File: src/rtl/rat_pkg.sv
// Shared types for the RAT MCU return-address stack: default address width,
// the address type and the error-tracking state encoding.
package rat_pkg;

    localparam int RAT_ADDR_W = 10;

    typedef logic [RAT_ADDR_W-1:0] rat_addr_t;

    typedef enum logic {
        RAS_OK,
        RAS_ERR
    } ras_state_t;

endpackage

File: src/rtl/return_addr_stack_if.sv
// Strobe/data bundle between the control unit, the PC and the return-address
// stack. The master drives the CALL/RET strobes and the PC value; the slave
// (the stack) returns the popped address and its status flags.
interface return_addr_stack_if #(
    parameter int ADDR_W = 10,
    parameter int DEPTH  = 16
);
    localparam int CNT_W = $clog2(DEPTH) + 1;

    logic              PUSH;
    logic              POP;
    logic [ADDR_W-1:0] PC_IN;
    logic              CLR_ERR;
    logic [ADDR_W-1:0] RET_ADDR;
    logic              RET_VALID;
    logic              EMPTY;
    logic              FULL;
    logic [CNT_W-1:0]  DEPTH_CNT;
    logic              OVERFLOW;
    logic              UNDERFLOW;

    modport master (
        output PUSH, POP, PC_IN, CLR_ERR,
        input  RET_ADDR, RET_VALID, EMPTY, FULL, DEPTH_CNT, OVERFLOW, UNDERFLOW
    );

    modport slave (
        input  PUSH, POP, PC_IN, CLR_ERR,
        output RET_ADDR, RET_VALID, EMPTY, FULL, DEPTH_CNT, OVERFLOW, UNDERFLOW
    );

endinterface

File: src/rtl/ras_mem.sv
// DEPTH x ADDR_W register file backing the return-address stack.
// One synchronous write port, one asynchronous read port. Contents are not
// reset; the stack's count decides which entries are meaningful.
module ras_mem #(
    parameter int ADDR_W = 10,
    parameter int DEPTH  = 16,
    localparam int PTR_W = $clog2(DEPTH)
) (
    input  logic              i_clk,
    input  logic              i_we,
    input  logic [PTR_W-1:0]  i_waddr,
    input  logic [ADDR_W-1:0] i_wdata,
    input  logic [PTR_W-1:0]  i_raddr,
    output logic [ADDR_W-1:0] o_rdata
);

    logic [ADDR_W-1:0] r_mem [DEPTH];

    // Write the selected entry on the rising edge.
    always_ff @(posedge i_clk) begin
        if (i_we) begin
            r_mem[i_waddr] <= i_wdata;
        end
    end

    assign o_rdata = r_mem[i_raddr];

endmodule

File: src/rtl/return_addr_stack.sv
// Return-address stack for the RAT MCU fetch path. CALL pushes PC_IN+1,
// RET pops the top entry into a registered RET_ADDR with a one-cycle
// RET_VALID pulse. Sticky OVERFLOW/UNDERFLOW flags are tracked by a small
// OK/ERR state machine and cleared with CLR_ERR.
// Build option: define RAS_WRAP_EN to make a push while full overwrite the
// oldest entry (circular stack) instead of being dropped.
module return_addr_stack
    import rat_pkg::*;
#(
    parameter int ADDR_W = RAT_ADDR_W,
    parameter int DEPTH  = 16
) (
    input  logic                CLK,
    input  logic                RST,
    return_addr_stack_if.slave  bus
);

    localparam int PTR_W = $clog2(DEPTH);
    localparam int CNT_W = $clog2(DEPTH) + 1;

    logic [PTR_W-1:0]  r_ptr;
    logic [CNT_W-1:0]  r_cnt;
    logic [ADDR_W-1:0] r_ret_addr;
    logic              r_ret_valid;
    logic              r_ovf;
    logic              r_udf;
    ras_state_t        r_state;

    logic [PTR_W-1:0]  w_ptr_nxt;
    logic [PTR_W-1:0]  w_rd_ptr;
    logic [PTR_W-1:0]  w_waddr;
    logic [CNT_W-1:0]  w_cnt_nxt;
    logic [ADDR_W-1:0] w_ret_addr_nxt;
    logic [ADDR_W-1:0] w_push_val;
    logic [ADDR_W-1:0] w_top;
    logic              w_ret_valid_nxt;
    logic              w_we;
    logic              w_empty;
    logic              w_full;
    logic              w_ovf_evt;
    logic              w_udf_evt;
    logic              w_ovf_nxt;
    logic              w_udf_nxt;
    ras_state_t        w_state_nxt;

    assign w_empty    = (r_cnt == '0);
    assign w_full     = (r_cnt == CNT_W'(DEPTH));
    // Natural truncation gives the required wrap of the last address to 0.
    assign w_push_val = bus.PC_IN + ADDR_W'(1);
    assign w_rd_ptr   = r_ptr - PTR_W'(1);

    ras_mem #(
        .ADDR_W (ADDR_W),
        .DEPTH  (DEPTH)
    ) u_mem (
        .i_clk   (CLK),
        .i_we    (w_we),
        .i_waddr (w_waddr),
        .i_wdata (w_push_val),
        .i_raddr (w_rd_ptr),
        .o_rdata (w_top)
    );

    // Decode PUSH/POP against the current fill level into pointer, count,
    // storage-write and return-address updates plus error events.
    always_comb begin
        w_ptr_nxt       = r_ptr;
        w_cnt_nxt       = r_cnt;
        w_ret_addr_nxt  = r_ret_addr;
        w_ret_valid_nxt = 1'b0;
        w_we            = 1'b0;
        w_waddr         = r_ptr;
        w_ovf_evt       = 1'b0;
        w_udf_evt       = 1'b0;

        if (bus.PUSH && bus.POP && !w_empty) begin
            // Replace top: return the old top, overwrite it in place.
            w_we            = 1'b1;
            w_waddr         = w_rd_ptr;
            w_ret_addr_nxt  = w_top;
            w_ret_valid_nxt = 1'b1;
        end else if (bus.PUSH) begin
            // Also covers PUSH+POP on an empty stack, which acts as a push.
            if (!w_full) begin
                w_we      = 1'b1;
                w_ptr_nxt = r_ptr + PTR_W'(1);
                w_cnt_nxt = r_cnt + CNT_W'(1);
            end else begin
                w_ovf_evt = 1'b1;
`ifdef RAS_WRAP_EN
                // When full the write slot holds the oldest entry.
                w_we      = 1'b1;
                w_ptr_nxt = r_ptr + PTR_W'(1);
`endif
            end
        end else if (bus.POP) begin
            w_ret_valid_nxt = 1'b1;
            if (!w_empty) begin
                w_ptr_nxt      = w_rd_ptr;
                w_cnt_nxt      = r_cnt - CNT_W'(1);
                w_ret_addr_nxt = w_top;
            end else begin
                w_ret_addr_nxt = '0;
                w_udf_evt      = 1'b1;
            end
        end
    end

    // Error tracking: a new event always wins over CLR_ERR.
    always_comb begin
        w_state_nxt = r_state;
        w_ovf_nxt   = r_ovf;
        w_udf_nxt   = r_udf;
        case (r_state)
            RAS_OK: begin
                if (w_ovf_evt || w_udf_evt) begin
                    w_state_nxt = RAS_ERR;
                    w_ovf_nxt   = w_ovf_evt;
                    w_udf_nxt   = w_udf_evt;
                end
            end
            RAS_ERR: begin
                if (w_ovf_evt || w_udf_evt) begin
                    w_ovf_nxt = r_ovf | w_ovf_evt;
                    w_udf_nxt = r_udf | w_udf_evt;
                end else if (bus.CLR_ERR) begin
                    w_state_nxt = RAS_OK;
                    w_ovf_nxt   = 1'b0;
                    w_udf_nxt   = 1'b0;
                end
            end
        endcase
    end

    // Register stack control, return path and error state; reset dominates.
    always_ff @(posedge CLK) begin
        if (RST) begin
            r_ptr       <= '0;
            r_cnt       <= '0;
            r_ret_addr  <= '0;
            r_ret_valid <= 1'b0;
            r_state     <= RAS_OK;
            r_ovf       <= 1'b0;
            r_udf       <= 1'b0;
        end else begin
            r_ptr       <= w_ptr_nxt;
            r_cnt       <= w_cnt_nxt;
            r_ret_addr  <= w_ret_addr_nxt;
            r_ret_valid <= w_ret_valid_nxt;
            r_state     <= w_state_nxt;
            r_ovf       <= w_ovf_nxt;
            r_udf       <= w_udf_nxt;
        end
    end

    assign bus.RET_ADDR  = r_ret_addr;
    assign bus.RET_VALID = r_ret_valid;
    assign bus.EMPTY     = w_empty;
    assign bus.FULL      = w_full;
    assign bus.DEPTH_CNT = r_cnt;
    assign bus.OVERFLOW  = r_ovf;
    assign bus.UNDERFLOW = r_udf;

endmodule

File: src/flat_wrapper.sv
// flat-port wrapper written by rule: the top's interface ports become plain ports
module return_addr_stack_flat import rat_pkg::*;
#(
    parameter int ADDR_W = RAT_ADDR_W,
    parameter int DEPTH  = 16
)
  (CLK, RST, bus_PUSH, bus_POP, bus_PC_IN, bus_CLR_ERR, bus_RET_ADDR, bus_RET_VALID, bus_EMPTY, bus_FULL, bus_DEPTH_CNT, bus_OVERFLOW, bus_UNDERFLOW);
  return_addr_stack_if #(.ADDR_W(ADDR_W), .DEPTH(DEPTH)) bus_i ();
  input  logic CLK;
  input  logic RST;
  input wire logic [$bits(bus_i.PUSH)-1:0] bus_PUSH;
  input wire logic [$bits(bus_i.POP)-1:0] bus_POP;
  input wire logic [$bits(bus_i.PC_IN)-1:0] bus_PC_IN;
  input wire logic [$bits(bus_i.CLR_ERR)-1:0] bus_CLR_ERR;
  output wire logic [$bits(bus_i.RET_ADDR)-1:0] bus_RET_ADDR;
  output wire logic [$bits(bus_i.RET_VALID)-1:0] bus_RET_VALID;
  output wire logic [$bits(bus_i.EMPTY)-1:0] bus_EMPTY;
  output wire logic [$bits(bus_i.FULL)-1:0] bus_FULL;
  output wire logic [$bits(bus_i.DEPTH_CNT)-1:0] bus_DEPTH_CNT;
  output wire logic [$bits(bus_i.OVERFLOW)-1:0] bus_OVERFLOW;
  output wire logic [$bits(bus_i.UNDERFLOW)-1:0] bus_UNDERFLOW;
  assign bus_i.PUSH = bus_PUSH;
  assign bus_i.POP = bus_POP;
  assign bus_i.PC_IN = bus_PC_IN;
  assign bus_i.CLR_ERR = bus_CLR_ERR;
  assign bus_RET_ADDR = bus_i.RET_ADDR;
  assign bus_RET_VALID = bus_i.RET_VALID;
  assign bus_EMPTY = bus_i.EMPTY;
  assign bus_FULL = bus_i.FULL;
  assign bus_DEPTH_CNT = bus_i.DEPTH_CNT;
  assign bus_OVERFLOW = bus_i.OVERFLOW;
  assign bus_UNDERFLOW = bus_i.UNDERFLOW;
  return_addr_stack #(.ADDR_W(ADDR_W), .DEPTH(DEPTH)) u_core (.CLK(CLK), .RST(RST), .bus(bus_i));
endmodule
File: config.mk
export PLATFORM = sky130hd
export DESIGN_NAME = return_addr_stack_flat
export DESIGN_NICKNAME = d
export VERILOG_FILES = /design/src/rtl/rat_pkg.sv /design/src/rtl/return_addr_stack_if.sv /design/src/rtl/ras_mem.sv /design/src/rtl/return_addr_stack.sv /design/src/flat_wrapper.sv
export SDC_FILE = /design/constraint.sdc
export NUM_CORES = 1
export LEC_CHECK = 0
export CAP_MARGIN = 10
export CORE_MARGIN = 3
export CORE_UTILIZATION = 30
export DETAILED_ROUTE_END_ITERATION = 10
export GPL_ROUTABILITY_DRIVEN = 0
export PLACE_DENSITY_LB_ADDON = 0.25
export SLEW_MARGIN = 20
export SYNTH_ARGS = -nofsm -noshare
export SYNTH_HDL_FRONTEND = slang
export SYNTH_SLANG_ARGS = --single-unit
File: constraint.sdc
create_clock -name CLK -period 9.75 [get_ports CLK]
set_input_delay 2.925 -clock CLK [delete_from_list [all_inputs] [get_ports CLK]]
set_output_delay 2.925 -clock CLK [all_outputs]
set_load 0.05 [all_outputs]
==> summary.md <==
| Metric | Value |
|---|---|
| Status | `complete, no violations` |
| CP max stage cell | `clkdlybuf4s50_1` |
| Yosys warns | `0` |
| Setup Fix Bufs, Post-CTS | `0` |
| Critical Path Fanout Max | `14` |
| Ys async rst share | `0%` |
| RSZ-0062 raised after global routing | `false` |
| Critical Path RT | `slightly below 10 ns` |
| Min Tclk post-route | `roughly 5.5 ns` |
| Syn nets | `between 400 and 500` |
| CP peak stage delay | `0.92 ns` |
| Critical path startpoint | `bus_PUSH` |
| Top Usage Layer GRT | `met2` |
| Hold_buf cts | `0` |
| CTS sink cnt | `roughly 180` |
| Critical Path AT | `between 5 and 6 ns` |
| Hold Crit Class | `reg2reg` |
| Initial cell density of the core | `a little under a third` |
| Rows | `57` |
| Final Skew | `roughly 0.011 ns` |
| Largest delay contributor family on the critical path | `simple AND/OR/NAND/NOR gates` |
| Layout cell share with drive strength beyond 1 | `a little under a fifth` |
| Commonest non-fill, non-tap cell in the layout | `edfxtp_1` |
| Remaining DRCs | `0` |
| HP Start | `u_core.bus.RET_ADDR[1]` |
| Reg2reg start | `u_core.r_ptr[0]` |
| F_max | `~0.18 GHz` |
| Total gr overflow | `0` |
| First-pass GRT wire length | `between 20 and 25 mm` |
| Final setup margin | `between 4 and 5 ns` |
| Final WL | `roughly 16 mm` |
| Finished Layout Cells | `793` |
| Fin nets | `478` |
| WS Path Type | `in2reg` |
| WHS | `between 0.4 and 0.5 ns` |
| Max-Cap Viols | `0` |
| Post-route ant nets | `0` |
| Final setup viols | `0` |
| Vias in the first global route | `3,939` |
| Wire per inst | `approximately 20 microns` |
| Cells after synthesis | `417` |
| Die area | `26,900 sq um` |
| GR met3 Demand/Resource | `2.80%` |
| Vias | `about 3,900` |
| Unique masters post-synth | `37` |
| TritonCTS buffer count | `17` |
| Hold Violations, Final | `0` |
| Hold endpoint | `u_core.bus.RET_ADDR[1]` |
| Clock Root Buffer | `clkbuf_16` |
| Most frequent cells in the layout | `edfxtp_1 (160), mux4_2 (40), clkdlybuf4s50_1 (34)` |
| 1st-iter DRT viols | `423` |
| Crit-path cells | `clkdlybuf4s50_1, o2111ai_1, xnor2_1, nand3_1, nor2_1` |
| PortBufs | `34` |
| Design Power | `roughly 2.7 mW` |
| Dpl cells | `between 700 and 800` |
| Worst slew pin tran | `about 1.1 ns` |
| Hold path depth | `1` |
| Detailed Place HPWL | `10.9 mm` |
| Initial antenna violation count | `0` |
| Clock slew at reported path FFs | `0.07 ns` |
| Post-layout util | `between 30% and 40%` |
| Worst Setup End Kind | `flop` |
| Max IR drop VDD | `0.000155 V` |
| Core region area | `around 24,000 sq um` |
| Maximum clock path buffer count | `2` |
| Pins over their slew limit | `0` |
| R2r setup slk | `~5.3 ns` |
| Power Density | `roughly 300 nW/um^2` |
| Placed cell area | `8240 sq um` |
| Post-Place Setup Slack | `around 3.8 ns` |
| Largest net degree at the start of global routing | `between 40 and 50` |
| Die X | `164 microns` |
| Sequential share of the synthesized area | `a little over two thirds` |
| CTS tree | `yes` |
| Area Growth Syn to Fin | `18.1%` |
| Reg2Reg Depth | `5` |
| Routed vias/inst | `approximately 4.9` |
| Worst-Skew Late Latency | `between 0.4 and 0.5 ns` |
| Yosys reg bits | `183` |
| Synth Flop Type | `edfxtp_1` |
| Setup tns final | `0 ns` |
| Worst slew margin | `between 20% and 30%` |
| Drt pass-1 iters | `5` |
| Number of diodes | `0` |
| Design area | `just under 9000 sq um` |
| Met1 Track Usage GR | `between 10% and 20%` |
| GRT met2 Usage | `between 15 and 20%` |
| Post-synth EDFFs | `160` |
| CTS H-tree depth | `4` |
| Die height | `164 microns` |
| Lkg Pwr | `slightly below 3 nW` |
| CP Launch Type | `primary input` |
| IO Pins | `35` |
| Post_cts resized | `0` |
| Tcrit/Tclk final | `between 50% and 60%` |
| Buf+Inv Stages, Crit Path | `1` |
| Critical register-to-register path endpoint | `u_core.u_mem.r_mem[12][2]` |
| Gr usage total | `12.6%` |
| Mapped cell area | `roughly 7500 sq um` |
| Syn_area_per_cell | `around 18 sq um` |
## metal layers
metal  wire, microns  share of wire [%]
met5               0                  0
met4             116               0.72
met3             884                5.5
met2            7580                 47
met1            7590                 47
## flip-flops by register name, indices dropped and copies added, names as in the netlist
name / cells
u_core.bus.UNDERFLOW: 1
u_core.r_ptr: 4
u_core.bus.RET_ADDR: 10
u_core.r_state: 1
u_core.bus.OVERFLOW: 1
u_core.bus.RET_VALID: 1
u_core.bus.DEPTH_CNT: 5
u_core.u_mem.r_mem: 160
## report_power, final
group | switching [mW] | internal (mW)
Clock | 0.305 | 0.385
Combinational | 0.541 | 0.407
Sequential | 0.0531 | 0.959
## synth_stat cells, drive strengths merged, types with 2 or more instances
| cell type | count | area share [%] |
|---|---|---|
| a21o | 12 | 1.2 |
| inv | 6 | 0.30 |
| mux4 | 40 | 12 |
| or3 | 3 | 0.25 |
| nor3 | 4 | 0.27 |
| buf | 11 | 0.69 |
| mux2i | 27 | 3.9 |
| ha | 6 | 1.0 |
| or4 | 2 | 0.25 |
| nor2 | 30 | 1.5 |
| o211ai | 2 | 0.20 |
| xor2 | 7 | 0.82 |
| edfxtp | 160 | 64 |
| o21ai | 2 | 0.13 |
| and3 | 6 | 0.50 |
| xnor2 | 12 | 1.4 |
| a221o | 2 | 0.27 |
| nand2 | 8 | 0.40 |
| nand4 | 2 | 0.17 |
| dfxtp | 23 | 6.2 |
| a21oi | 12 | 0.80 |
| clkbuf | 8 | 0.40 |
| nand3 | 11 | 0.74 |
| a31oi | 3 | 0.25 |
| o22ai | 9 | 0.75 |
## worst max path at each step
stage	to	cells after the start
floorplan	u_core.u_mem.r_mem[5][0]	6
global placement	u_core.u_mem.r_mem[7][4]	5
CTS	u_core.u_mem.r_mem[7][6]	5
detailed placement	u_core.u_mem.r_mem[7][1]	5
global route	u_core.u_mem.r_mem[3][5]	5
finish	u_core.u_mem.r_mem[7][6]	5
## logic make-up after synthesis
group | count (synthesis) | share of synthesized area [%]
buffers and inverters | 26 | 1.44
AND/OR/NAND/NOR | 70 | 4.67
adder cells (fa/ha/maj) | 7 | 1.27
multiplexers | 67 | 16.0
flip-flops | 183 | 70.4
XOR/XNOR | 19 | 2.23
AO/OA/AOI/OAI | 45 | 4.00
## area by class of cell
cell class / instances / area (sq um)
clock inverters: 15 / 165
inverters: 7 / 26.3
multi-input cells: 208 / 2160
clock buffers: 17 / 425
repair buffers: 39 / 378
fillers: 2274 / 15600
flip-flops and latches: 183 / 5270
well taps: 324 / 405
No activity file was read; power rests on OpenSTA's default activity.
==> edit 1 (same flow settings) <==
Build with the macro `RAS_WRAP_EN` defined.
--- a/src/rtl/return_addr_stack.sv
+++ b/src/rtl/return_addr_stack.sv
@@ -4,6 +4,8 @@
 // OK/ERR state machine and cleared with CLR_ERR.
 // Build option: define RAS_WRAP_EN to make a push while full overwrite the
 // oldest entry (circular stack) instead of being dropped.
+`define RAS_WRAP_EN
+
 module return_addr_stack
     import rat_pkg::*;
 #(
Check against the original RTL: no difference found for any inputs over 4 cycles, from zero or initial values and one cycle with RST high; that may be too few to reach the edited logic, so the function may still have changed.
==> edit 1 against the original RTL <==
- worst setup slack better by 0.0021 ns
- critical path type unchanged
- largest cell class unchanged
- final area grew 0.69%
- sequential cell count is the same
- power increased by 5.0%
- highest routed layer unchanged
- critical path depth unchanged
- non-clock buffer count increased by 6
- wire length shrank 1.6%
- synthesized area rose by 1.2%
==> edit 1: results (changes against the original RTL) <==
| Metric | Value |
|---|---|
| Vias after detailed routing | 4035 (+2.9%) |
| Bufs w/o clock | 45 (+15%) |
| Area delta synth->final | 17.5% |
| Overall global routing resource usage | 0.125 (-0.000980) |
| Final-stage net count | 498 (+4.2%) |
| Max Clock Skew | 0.00889 ns (-0.00187 ns) |
| VDD IR-drop max | 0.206 mV (+33%) |
| Metal3 WL | 549 um (-38%) |
| Fraction of area in registers | 0.592 (-0.00411) |
| Post-DP HPWL | 10100 um (-7.7%) |
| Routed length on met2 | 8300 um (+9.4%) |
| Clock buffers | 19 (+2) |
| Initial DRC count | 350 (-17%) |
| Synth top area cells | edfxtp_1 63%, mux4_2 12%, dfxtp_1 6.1% |
| Sequential cell area fraction in the yosys report | 0.696 (-0.00838) |
| Startpoint of the worst hold path | u_core.bus.RET_ADDR[8]$_SDFFE_PP0P_ |
| Vias in the first global route | 4238 (+7.6%) |
| Yosys cell types | 48 (+30%) |
| Fill cells | 2325 (+2.2%) |
| Post-DR wirelength/cell | 19.6 um (-4.0%) |
| Compound-Gate Fraction of Synth Area | 0.0460 (+0.00597) |
| Final worst slack | 4.29 ns (+0.00210 ns) |
| GRT met3 Usage | 0.0263 (-0.00166) |
| Post-placement setup slack | 3.88 ns (+0.0309 ns) |
| Outcome | completed |
| Number of instances in the placed design | 781 (+2.6%) |
| CP max stage delay | 0.99 ns (+0.07 ns) |
| CP endpoint | u_core.u_mem.r_mem[7][3]$_DFFE_PP_ |
edit 1: cell count changes after synthesis, sizes merged, moves of 4 or more:
cell | unedited run | this run
mux2i | 27 | 23
o21ai | 2 | 8
nor3 | 4 | 8
clkbuf | 8 | 15
nor2 | 30 | 26
and3 | 6 | 2
edit 1: report_power, final:
group	internal (W)	switching, W	total, W
logic	0.000469	0.000633	0.00110
registers	0.000977	0.0000543	0.00103
clock network	0.000355	0.000295	0.000651
edit 1: critical path, delay by kind of cell:
kind                   cells  cell delay [ns]
AND/OR/NAND/NOR            1             0.16
AO/OA/AOI/OAI              2             1.08
buffers and inverters      2             1.31
edit 1: cells by family (layout without fill, tap and decap cells):
kind of cell | after synthesis | after routing
flops | 183 | 183
xor+xnor | 17 | 17
mux | 65 | 65
buf+inv | 34 | 84
compound gates | 53 | 53
simple gates | 80 | 80
fa+ha+maj | 7 | 7
==> edit 2 (same flow settings) <==
Without the edit above. `r_ret_addr` no longer has a reset.
--- a/src/rtl/return_addr_stack.sv
+++ b/src/rtl/return_addr_stack.sv
@@ -137,7 +137,6 @@
         if (RST) begin
             r_ptr       <= '0;
             r_cnt       <= '0;
-            r_ret_addr  <= '0;
             r_ret_valid <= 1'b0;
             r_state     <= RAS_OK;
             r_ovf       <= 1'b0;
@@ -145,12 +144,15 @@
         end else begin
             r_ptr       <= w_ptr_nxt;
             r_cnt       <= w_cnt_nxt;
-            r_ret_addr  <= w_ret_addr_nxt;
             r_ret_valid <= w_ret_valid_nxt;
             r_state     <= w_state_nxt;
             r_ovf       <= w_ovf_nxt;
             r_udf       <= w_udf_nxt;
         end
+    end
+
+    always_ff @(posedge CLK) begin
+        r_ret_addr <= w_ret_addr_nxt;
     end
 
     assign bus.RET_ADDR  = r_ret_addr;
Function: differs if RST is asserted again (counterexample within 4 cycles, from zero or initial values and one cycle with RST high); with RST held inactive, the same outputs for 4 cycles.
==> edit 2 against the original RTL <==
- worst setup slack lost 0.19 ns
- synthesized area rose by 2.0%
- wire length rose by 6.3%
- final area grew 2.8%
- clock skew down 0.0032 ns
- sequential cell count stayed put
- register-to-register slack better by 0.50 ns
- power grew 5.0%
==> edit 2: results (changes against the original RTL) <==
| Metric | Value |
|---|---|
| Post-synth EDFFs | 170 (+6.3%) |
| Number of inserted diodes | 0 (unchanged) |
| Max Clock Skew | 0.00760 ns (-0.00315 ns) |
| Insertion delay of the later-clocked pin in the worst-skew pair | 0.43 ns |
| Vias in the first global route | 4160 (+5.6%) |
| First-pass detailed-route iteration total | 4 (-1) |
| Clock slew seen by the registers of the worst setup and hold paths | 0.07 ns (about the same) |
| Post-CTS Setup Bufs | 0 (unchanged) |
| Largest register FFs | 160 (unchanged) |
| Arrival time worst endpoint | 2.72 ns (-2.79 ns) |
| Post-DP HPWL | 10700 um (-2.4%) |
| Leading register cell type out of synthesis | edfxtp_1 |
| Top post-synthesis cells by count | 170 x edfxtp_1, 40 x mux4_2, 26 x mux2i_1 |
| DRC | 0 (unchanged) |
| CP max stage cell | clkdlybuf4s50_1 |
| Metal3 WL | 704 um (-20%) |
| H-tree levels | 4 (unchanged) |
| Worst reg2reg path endpoint | u_core.bus.RET_ADDR[7]$_DFFE_PP_ |
| Maximum fanout encountered on the critical timing path | 8 (-6) |
| Family of cells with the greatest summed delay on the critical path | simple AND/OR/NAND/NOR gates |
| Register-to-register setup slack | 5.75 ns (+0.50 ns) |
| Count of warnings emitted by yosys | 0 (unchanged) |
| Final-stage net count | 495 (+3.6%) |
| Start point of the critical path | u_core.bus.DEPTH_CNT[0]$_SDFFE_PP0P_ |
| CP max stage delay | 0.85 ns (-0.07 ns) |
| Cell count of the worst reg-to-reg path | 7 (+2) |
| Initial DRC count | 344 (-19%) |
| WL final | 17200 um (+6.3%) |
| Resize count post-CTS | 0 (unchanged) |
| Largest net degree at the start of global routing | 37 (-20%) |
| Sequential cell area fraction in the yosys report | 0.704 (about the same) |
| Maximum buffer depth of the clock tree | 2 (unchanged) |
| Overall global routing resource usage | 0.131 (+0.00495) |
| Synth top area cells | edfxtp_1 67%, mux4_2 12%, dfxtp_1 3.4% |
| Wire length of the first global-routing pass | 25600 um (+3.8%) |
| Static leakage | 2.98 nW (about the same) |
| Wire length on met1 | 7960 um (+4.9%) |
| Reg2reg start | u_core.r_ptr[0]$_SDFFE_PP0P_ |
| VDD IR-drop max | 0.145 mV (-6.7%) |
| CP endpoint | bus_EMPTY |
| Vias after detailed routing | 4109 (+4.8%) |
| Proportion of layout cells with a drive suffix above 1 | 0.233 (+0.0406) |
| Routed length on met2 | 8320 um (+9.7%) |
| Yosys cell types | 49 (+32%) |
| FFs w/ async S/R, synth | 0 (unchanged) |
| Slew margin rel. | 0.459 (+0.206) |
| Time the final worst path needs with I/O delays and setup | 5.64 ns (+0.187 ns) |
| Post-placement setup slack | 4.44 ns (+0.598 ns) |
| Outcome | completed |
| Number of buffers added on ports | 34 (unchanged) |
-- edit 2: cell types whose count changed after synthesis, sizes merged, moves of 4 or more --
| cell | change |
|---|---|
| nor2b | +4 |
| edfxtp | +10 |
| and3 | -4 |
| dfxtp | -10 |
| nand2 | -4 |
| xnor2 | -5 |
| o21ai | +5 |
| nor2 | -16 |
| clkbuf | +4 |
| nor3 | +19 |
| a21o | -9 |
-- edit 2: stage by stage --
step,utilization,std cells,area (um2),hold slack (ns)
finish,0.368,810,9080,0.484
floorplan,-,417,7630,0.485
global placement,0.343,778,8460,0.464
global route,0.368,810,9080,0.507
detailed placement,0.343,778,8470,0.470
CTS,0.367,810,9050,0.482
-- edit 2: kinds of logic (layout without fill, tap and decap cells) --
kind of cell | after synthesis | count (layout) | share of synthesized area
adders and majority gates | 7 | 7 | 0.0125
xor gates and xnor gates | 14 | 14 | 0.0180
AOI/OAI and AO/OA | 47 | 47 | 0.0446
and+or+nand+nor | 69 | 69 | 0.0486
DFF | 183 | 183 | 0.704
muxes | 69 | 69 | 0.157
buffers and inverters | 28 | 97 | 0.0161
-- edit 2: power breakdown --
group / switching, W / total [W] / internal [W]
sequential: 0.0000706 / 0.00106 / 0.000993
combinational: 0.000638 / 0.00105 / 0.000412
clock: 0.000326 / 0.000668 / 0.000343
-- edit 2: cell type report --
class                   instances  area (um2)
clock buffers                  17         425
well taps                     324         405
repair buffers                 58         520
flip-flops and latches        183        5370
clock inverters                15         155
inverters                       7        26.3
multi-input cells             206        2180
fillers                      2320       15600
-- edit 2: how the worst min path moves through the flow --
stage / from / end / slack (ns) / cells past startpoint
after floorplan: u_core.r_state$_SDFF_PP0_ / u_core.r_state$_SDFF_PP0_ / 0.48 / 2
after global placement: u_core.bus.UNDERFLOW$_SDFFE_PP0P_ / u_core.bus.UNDERFLOW$_SDFFE_PP0P_ / 0.46 / 2
after detailed placement: u_core.bus.UNDERFLOW$_SDFFE_PP0P_ / u_core.bus.UNDERFLOW$_SDFFE_PP0P_ / 0.47 / 2
after CTS: u_core.bus.UNDERFLOW$_SDFFE_PP0P_ / u_core.bus.UNDERFLOW$_SDFFE_PP0P_ / 0.48 / 2
after global routing: u_core.bus.UNDERFLOW$_SDFFE_PP0P_ / u_core.bus.UNDERFLOW$_SDFFE_PP0P_ / 0.51 / 2
final: u_core.bus.UNDERFLOW$_SDFFE_PP0P_ / u_core.bus.UNDERFLOW$_SDFFE_PP0P_ / 0.48 / 2
-- edit 2: worst min-delay path: stages (launching register included) --
cell	delay (ns)
dfxtp_1	0.31
nand2b_1	0.07
o22ai_1	0.06
-- edit 2: layer usage --
metal | global-route usage | vias to the layer above
met1 | 0.177 | 2182
met3 | 0.0307 | 11
met5 | 0 | -
met4 | 0.0367 | 0
met2 | 0.212 | 101
li1 | - | 1815
